**config.mk**
```make
export PLATFORM = sky130hd
export DESIGN_NAME = iobus_arbiter_flat
export DESIGN_NICKNAME = d
export VERILOG_FILES = /design/src/rtl/iobus_pkg.sv /design/src/rtl/iobus_arbiter_if.sv /design/src/rtl/iobus_rr_pick.sv /design/src/rtl/iobus_arbiter.sv /design/src/flat_wrapper.sv
export SDC_FILE = /design/constraint.sdc
export NUM_CORES = 1
export LEC_CHECK = 0
export CORE_AREA = 2 2 103 105
export DETAILED_ROUTE_END_ITERATION = 7
export DIE_AREA = 0 0 105 107
export HOLD_SLACK_MARGIN = 0.12
export PLACE_DENSITY_LB_ADDON = 0.3
export SLEW_MARGIN = 20
export SYNTH_ARGS = -nofsm -noshare
export SYNTH_HDL_FRONTEND = slang
export SYNTH_SLANG_ARGS = --single-unit
```
**constraint.sdc**
```tcl
create_clock -name CLK -period 2.3 [get_ports CLK]
set_input_delay 0.345 -clock CLK [delete_from_list [all_inputs] [get_ports CLK]]
set_output_delay 0.345 -clock CLK [all_outputs]
set_load 0.03 [all_outputs]
```
**src/rtl/iobus_pkg.sv**
```systemverilog
// Shared types and widths for the two-requester IO bus arbiter.
package iobus_pkg;

  localparam int IOBUS_AW = 32;
  localparam int IOBUS_DW = 32;

  // One bit per owner, so each grant is a flop output rather than a decode.
  typedef enum logic [1:0] {
    IDLE = 2'b00,
    OWN0 = 2'b01,
    OWN1 = 2'b10
  } arb_state_t;

endpackage

```
**src/rtl/iobus_arbiter_if.sv**
```systemverilog
// Request/grant and shared-bus signals between the two requesters, the arbiter and the IO bus.
interface iobus_arbiter_if;
  import iobus_pkg::*;

  logic                REQ0;
  logic                REQ1;
  logic [IOBUS_AW-1:0] ADDR0;
  logic [IOBUS_AW-1:0] ADDR1;
  logic [IOBUS_DW-1:0] WDATA0;
  logic [IOBUS_DW-1:0] WDATA1;
  logic                WR0;
  logic                WR1;
  logic                GNT0;
  logic                GNT1;
  logic [IOBUS_DW-1:0] RDATA;
  logic [IOBUS_AW-1:0] IOBUS_ADDR;
  logic [IOBUS_DW-1:0] IOBUS_OUT;
  logic                IOBUS_WR;
  logic [IOBUS_DW-1:0] IOBUS_IN;
  logic                TIMEOUT;

  modport master (
    output REQ0, REQ1, ADDR0, ADDR1, WDATA0, WDATA1, WR0, WR1, IOBUS_IN,
    input  GNT0, GNT1, RDATA, IOBUS_ADDR, IOBUS_OUT, IOBUS_WR, TIMEOUT
  );

  modport slave (
    input  REQ0, REQ1, ADDR0, ADDR1, WDATA0, WDATA1, WR0, WR1, IOBUS_IN,
    output GNT0, GNT1, RDATA, IOBUS_ADDR, IOBUS_OUT, IOBUS_WR, TIMEOUT
  );

endinterface

```
**src/rtl/iobus_rr_pick.sv**
```systemverilog
// Two-way round-robin selector: a lone requester wins, a tie goes to the one not served last.
module iobus_rr_pick (
  input  logic req0,
  input  logic req1,
  input  logic last,
  output logic winner
);

  // Winner select
  always_comb begin
    winner = 1'b0;
    case ({req1, req0})
      2'b01:   winner = 1'b0;
      2'b10:   winner = 1'b1;
      2'b11:   winner = ~last;
      default: winner = 1'b0;
    endcase
  end

endmodule

```
**src/rtl/iobus_arbiter.sv**
```systemverilog
// Two-requester IO bus arbiter (MCU = 0, debug master = 1) with round-robin ties.
// Define IOBUS_ARB_TIMEOUT_EN to force a handoff after TIMEOUT_CYCLES contended cycles.
module iobus_arbiter
  import iobus_pkg::*;
#(
  parameter int TIMEOUT_CYCLES = 256
) (
  input  logic           CLK,
  input  logic           RESET_N,
  iobus_arbiter_if.slave bus
);

  arb_state_t          state_r;
  logic                last_r;
  logic                pick_s;
  logic [IOBUS_AW-1:0] addr_s;
  logic [IOBUS_DW-1:0] wdata_s;
  logic                wr_s;

`ifdef IOBUS_ARB_TIMEOUT_EN
  localparam int            CNT_W   = $clog2(TIMEOUT_CYCLES);
  localparam logic [CNT_W-1:0] CNT_MAX = CNT_W'(TIMEOUT_CYCLES - 1);

  logic [CNT_W-1:0] hold_cnt_r;
  logic             timeout_r;
`endif

  iobus_rr_pick u_pick (
    .req0   (bus.REQ0),
    .req1   (bus.REQ1),
    .last   (last_r),
    .winner (pick_s)
  );

  // Ownership FSM, round-robin pointer, hold counter and timeout pulse
  always_ff @(posedge CLK or negedge RESET_N) begin
    if (!RESET_N) begin
      state_r    <= IDLE;
      last_r     <= 1'b1;
`ifdef IOBUS_ARB_TIMEOUT_EN
      hold_cnt_r <= '0;
      timeout_r  <= 1'b0;
`endif
    end else begin
`ifdef IOBUS_ARB_TIMEOUT_EN
      timeout_r <= 1'b0;
`endif
      case (state_r)
        IDLE: begin
          if (bus.REQ0 || bus.REQ1) begin
            state_r    <= pick_s ? OWN1 : OWN0;
            last_r     <= pick_s;
`ifdef IOBUS_ARB_TIMEOUT_EN
            hold_cnt_r <= '0;
`endif
          end
        end
        OWN0: begin
          if (!bus.REQ0) begin
            if (bus.REQ1) begin
              state_r    <= OWN1;
              last_r     <= 1'b1;
`ifdef IOBUS_ARB_TIMEOUT_EN
              hold_cnt_r <= '0;
`endif
            end else begin
              state_r <= IDLE;
            end
          end
`ifdef IOBUS_ARB_TIMEOUT_EN
          else if (bus.REQ1) begin
            if (hold_cnt_r == CNT_MAX) begin
              state_r    <= OWN1;
              last_r     <= 1'b1;
              hold_cnt_r <= '0;
              timeout_r  <= 1'b1;
            end else begin
              hold_cnt_r <= hold_cnt_r + 1'b1;
            end
          end
`endif
        end
        OWN1: begin
          if (!bus.REQ1) begin
            if (bus.REQ0) begin
              state_r    <= OWN0;
              last_r     <= 1'b0;
`ifdef IOBUS_ARB_TIMEOUT_EN
              hold_cnt_r <= '0;
`endif
            end else begin
              state_r <= IDLE;
            end
          end
`ifdef IOBUS_ARB_TIMEOUT_EN
          else if (bus.REQ0) begin
            if (hold_cnt_r == CNT_MAX) begin
              state_r    <= OWN0;
              last_r     <= 1'b0;
              hold_cnt_r <= '0;
              timeout_r  <= 1'b1;
            end else begin
              hold_cnt_r <= hold_cnt_r + 1'b1;
            end
          end
`endif
        end
        default: state_r <= IDLE;
      endcase
    end
  end

  // Shared-bus mux; a write strobe only passes from the current owner
  always_comb begin
    addr_s  = '0;
    wdata_s = '0;
    wr_s    = 1'b0;
    case (state_r)
      OWN0: begin
        addr_s  = bus.ADDR0;
        wdata_s = bus.WDATA0;
        wr_s    = bus.WR0 & bus.REQ0;
      end
      OWN1: begin
        addr_s  = bus.ADDR1;
        wdata_s = bus.WDATA1;
        wr_s    = bus.WR1 & bus.REQ1;
      end
      default: begin
        addr_s  = '0;
        wdata_s = '0;
        wr_s    = 1'b0;
      end
    endcase
  end

  assign bus.GNT0       = (state_r == OWN0);
  assign bus.GNT1       = (state_r == OWN1);
  assign bus.RDATA      = bus.IOBUS_IN;
  assign bus.IOBUS_ADDR = addr_s;
  assign bus.IOBUS_OUT  = wdata_s;
  assign bus.IOBUS_WR   = wr_s;
`ifdef IOBUS_ARB_TIMEOUT_EN
  assign bus.TIMEOUT    = timeout_r;
`else
  assign bus.TIMEOUT    = 1'b0;
`endif

endmodule

```
**src/flat_wrapper.sv**
```systemverilog
// flat-port wrapper written by rule: the top's interface ports become plain ports
module iobus_arbiter_flat import iobus_pkg::*;
#(
  parameter int TIMEOUT_CYCLES = 256
)
  (CLK, RESET_N, bus_REQ0, bus_REQ1, bus_ADDR0, bus_ADDR1, bus_WDATA0, bus_WDATA1, bus_WR0, bus_WR1, bus_IOBUS_IN, bus_GNT0, bus_GNT1, bus_RDATA, bus_IOBUS_ADDR, bus_IOBUS_OUT, bus_IOBUS_WR, bus_TIMEOUT);
  iobus_arbiter_if bus_i ();
  input  logic CLK;
  input  logic RESET_N;
  input wire logic [$bits(bus_i.REQ0)-1:0] bus_REQ0;
  input wire logic [$bits(bus_i.REQ1)-1:0] bus_REQ1;
  input wire logic [$bits(bus_i.ADDR0)-1:0] bus_ADDR0;
  input wire logic [$bits(bus_i.ADDR1)-1:0] bus_ADDR1;
  input wire logic [$bits(bus_i.WDATA0)-1:0] bus_WDATA0;
  input wire logic [$bits(bus_i.WDATA1)-1:0] bus_WDATA1;
  input wire logic [$bits(bus_i.WR0)-1:0] bus_WR0;
  input wire logic [$bits(bus_i.WR1)-1:0] bus_WR1;
  input wire logic [$bits(bus_i.IOBUS_IN)-1:0] bus_IOBUS_IN;
  output wire logic [$bits(bus_i.GNT0)-1:0] bus_GNT0;
  output wire logic [$bits(bus_i.GNT1)-1:0] bus_GNT1;
  output wire logic [$bits(bus_i.RDATA)-1:0] bus_RDATA;
  output wire logic [$bits(bus_i.IOBUS_ADDR)-1:0] bus_IOBUS_ADDR;
  output wire logic [$bits(bus_i.IOBUS_OUT)-1:0] bus_IOBUS_OUT;
  output wire logic [$bits(bus_i.IOBUS_WR)-1:0] bus_IOBUS_WR;
  output wire logic [$bits(bus_i.TIMEOUT)-1:0] bus_TIMEOUT;
  assign bus_i.REQ0 = bus_REQ0;
  assign bus_i.REQ1 = bus_REQ1;
  assign bus_i.ADDR0 = bus_ADDR0;
  assign bus_i.ADDR1 = bus_ADDR1;
  assign bus_i.WDATA0 = bus_WDATA0;
  assign bus_i.WDATA1 = bus_WDATA1;
  assign bus_i.WR0 = bus_WR0;
  assign bus_i.WR1 = bus_WR1;
  assign bus_i.IOBUS_IN = bus_IOBUS_IN;
  assign bus_GNT0 = bus_i.GNT0;
  assign bus_GNT1 = bus_i.GNT1;
  assign bus_RDATA = bus_i.RDATA;
  assign bus_IOBUS_ADDR = bus_i.IOBUS_ADDR;
  assign bus_IOBUS_OUT = bus_i.IOBUS_OUT;
  assign bus_IOBUS_WR = bus_i.IOBUS_WR;
  assign bus_TIMEOUT = bus_i.TIMEOUT;
  iobus_arbiter #(.TIMEOUT_CYCLES(TIMEOUT_CYCLES)) u_core (.CLK(CLK), .RESET_N(RESET_N), .bus(bus_i));
endmodule
```
==> flow_metrics.env <==
export IMPL_place_port_buffers=200
export IMPL_grt_overflow=0
export IMPL_slowest_delay_ns=0.36
export IMPL_finalSetupTns_ns=0
export IMPL_final_area_um2=3100
export IMPL_cts_setup_buffers=0
export IMPL_tritoncts="done"
export IMPL_core_um2=10100
export IMPL_dpl_cell_area_um2=3030
export IMPL_period_needed_ns=2.22
export IMPL_synth_area_leaders="a22o_1, buf_4, buf_2"
export IMPL_wl_per_cell_um=15.0
export IMPL_cp_end_kind="output pin"
export IMPL_grt_use_met3_pct=3.04
export IMPL_synth_warnings=0
export IMPL_yosys_area_top_type_share_pct=47.9
export IMPL_finClkSkew_ns=0.00290
export IMPL_async_flop_share_pct=100
export IMPL_syn_area_per_cell_um2=8.12
export IMPL_ant_nets=0
export IMPL_cts_buffers_inserted=3
export IMPL_cts_sinks=3
export IMPL_viasPerCell=4.15
export IMPL_routed_wl_um=6660
export IMPL_grtUsageMet1_pct=10.4
export IMPL_grt_use_total_pct=10.6
export IMPL_slowest_stage="dfrtp_1"
export IMPL_synth_area_um2=1170
export IMPL_yosysSeqAreaShare_pct=6.52
export IMPL_synth_compound_area_share_pct=54.0
export IMPL_synthSimpleGateAreaFrac_pct=5.78
export IMPL_worstSetupPathType="reg -> out"
export IMPL_arrival_ns=1.87
export IMPL_vias=1844
export IMPL_synthCells=144
export IMPL_setup_viol=0
export IMPL_crit_chain="inv_1 -> ha_1 -> and2_2 -> buf_4 -> a22o_1 -> buf_12"
export IMPL_synth_xor_area_share_pct=0
export IMPL_fp_dieH_um=107
export IMPL_synth_area_mux_share_pct=0.963
export IMPL_synth_seq_cells=3
export IMPL_grt_pass1_vias=1849
export IMPL_synthDistinctLibCells=25
export IMPL_outcome="finished, final reports clean"
export IMPL_use_met2_pct=21.3
export IMPL_h_tree_depth=1
export IMPL_worstSkewPairLatency_ns=0.21
export IMPL_routabilityCongestion=0.741
export IMPL_min_path_type="in -> async"
export IMPL_fin_crit_sh_pct=96.5
export IMPL_grt_start_max_net_pins=38
export IMPL_synth_flop_cell="dfrtp_1"
export IMPL_p_leak_nw=1.32
export IMPL_synth_edf_count=0
export IMPL_peakVddDrop_mv=0.439
export IMPL_drt_first_pass_iters=4
export IMPL_hold_viol=0
export IMPL_drive_above_1_share_pct=26.0
export IMPL_start_util_pct=11.6
export IMPL_holdWs_ns=0.316
export IMPL_cts_buffer_depth=2
export IMPL_dp_cells=440
export IMPL_crit_path_start_kind="register"
export IMPL_row_count=37
export IMPL_synthAdderAreaFrac_pct=4.28
export IMPL_p_per_area_nw_per_um2=951
export IMPL_grt_busiest_layer="met2"
export IMPL_final_cells=444
export IMPL_yosysTopAreaCell="a22o_1"
export IMPL_drv_cap=0
export IMPL_drtIter0Drc=62
export IMPL_cp_required_ns=1.96
export IMPL_rsz0062_at_grt="true"
export IMPL_antennaDiodeCount=0
export IMPL_ios=266
export IMPL_synth_top_family_by_area="compound AO/OA/AOI/OAI gates"
export IMPL_antenna_found_initial=0
export IMPL_grt_pass1_wl_um=9580
export IMPL_dp_hpwl_um=5850
export IMPL_dieArea_um2=11200
export IMPL_clkTransAtPathRegs_ns=0.03
export IMPL_final_nets=479
export IMPL_syn_nets=314
export IMPL_fmax_ghz=0.451
export IMPL_crit_fanout=16
export IMPL_drc=0
export IMPL_die_x_um=105
export IMPL_cts_root_buf="clkbuf_8"
export IMPL_maxSlewViolCount=0
export IMPL_area_delta_synth_final_pct=165
-- path summary, 6_finish.rpt --
kind,slack (ns),startpoint,cells after the start,end
worst max-delay path,0.08,u_core.state_r[0]$_DFFE_PN0P_,6,bus_IOBUS_OUT[5]
worst min-delay path,0.32,RESET_N,1,u_core.state_r[1]$_DFFE_PN0P_
worst max register to register,0.53,u_core.state_r[0]$_DFFE_PN0P_,6,u_core.last_r$_DFFE_PN1P_
worst min register to register,0.63,u_core.state_r[1]$_DFFE_PN0P_,2,u_core.state_r[1]$_DFFE_PN0P_
max in group asynchronous,1.77,RESET_N,1,u_core.last_r$_DFFE_PN1P_
min in group CLK,0.63,u_core.state_r[1]$_DFFE_PN0P_,2,u_core.state_r[1]$_DFFE_PN0P_
-- worst max-delay path, delay by kind of cell, from the launching register on --
| family | cells | cell delay, ns |
|---|---|---|
| flops | 1 | 0.36 |
| compound gates | 1 | 0.29 |
| simple gates | 1 | 0.22 |
| buf+inv | 3 | 0.44 |
| fa+ha+maj | 1 | 0.35 |
-- Yosys cell counts (2+ instances only) --
master    instances
a22o_1           64
nand3_1           2
nand2_1           3
or3_1             2
inv_1             2
and2_1            2
ha_1              4
a21boi_0          2
buf_2            14
buf_4            33
dfrtp_1           2
-- what timing repair did --
item,4_1_cts,5_1_grt
pin swaps,0,0
gates resized for setup,2,5
endpoints found under the setup margin,3,63
hold buffers,0,0
-- cells in the final DEF, fill, tap and decap left out, types with 2 or more instances in the layout --
master / synthesis / layout
or3_1: 2 / 2
a22o_1: 64 / 64
inv_1: 2 / 2
buf_6: 0 / 3
a21boi_0: 2 / 2
nand2_1: 3 / 3
buf_4: 33 / 58
ha_1: 4 / 3
dfrtp_1: 2 / 2
clkbuf_8: 0 / 3
buf_12: 0 / 9
nand3_1: 2 / 2
and2_2: 0 / 2
clkdlybuf4s50_1: 0 / 135
-- power breakdown --
part | internal, mW | switching, mW
clock network | 0.118 | 0.0330
registers | 0.0833 | 0.0162
logic | 1.23 | 1.47
-- layer usage --
metal  up-vias  part of all wire (%)
li1        861                     -
met1       846                    35
met2       121                    53
met3        16                    10
met4         0                   1.8
met5         -                     0
-- final cells by class --
class,instances,area (um^2)
multi-input combinational,91,769
timing repair buffer,207,2020
clock buffer,4,45.0
sequential,3,76.3
fill,1106,7000
inverter,3,11.3
tap,136,170
-- cells by family (layout without fill, tap and decap cells) --
kind of cell    Yosys count  count (layout)
mux                       1               1
simple gates             12              12
buf+inv                  50             214
compound gates           73              73
flops                     3               3
other cells               1               1
fa+ha+maj                 4               4
-- per-stage QoR --
step | power [mW] | worst slack [ns] | util (%)
finish | 2.95 | 0.0806 | 30.7
global route | 3.10 | -0.00349 | 30.7
CTS | 2.95 | 0.0154 | 30.5
detailed placement | 2.78 | 0.140 | 30.0
global placement | 2.78 | 0.198 | 30.0
floorplan | 1.76 | 0.189 | -
-- registers in the layout, indices dropped and copies added, names as in the netlist --
| name | count |
|---|---|
| u_core.state_r | 2 |
| u_core.last_r | 1 |
No activity file was read; power rests on OpenSTA's default activity.
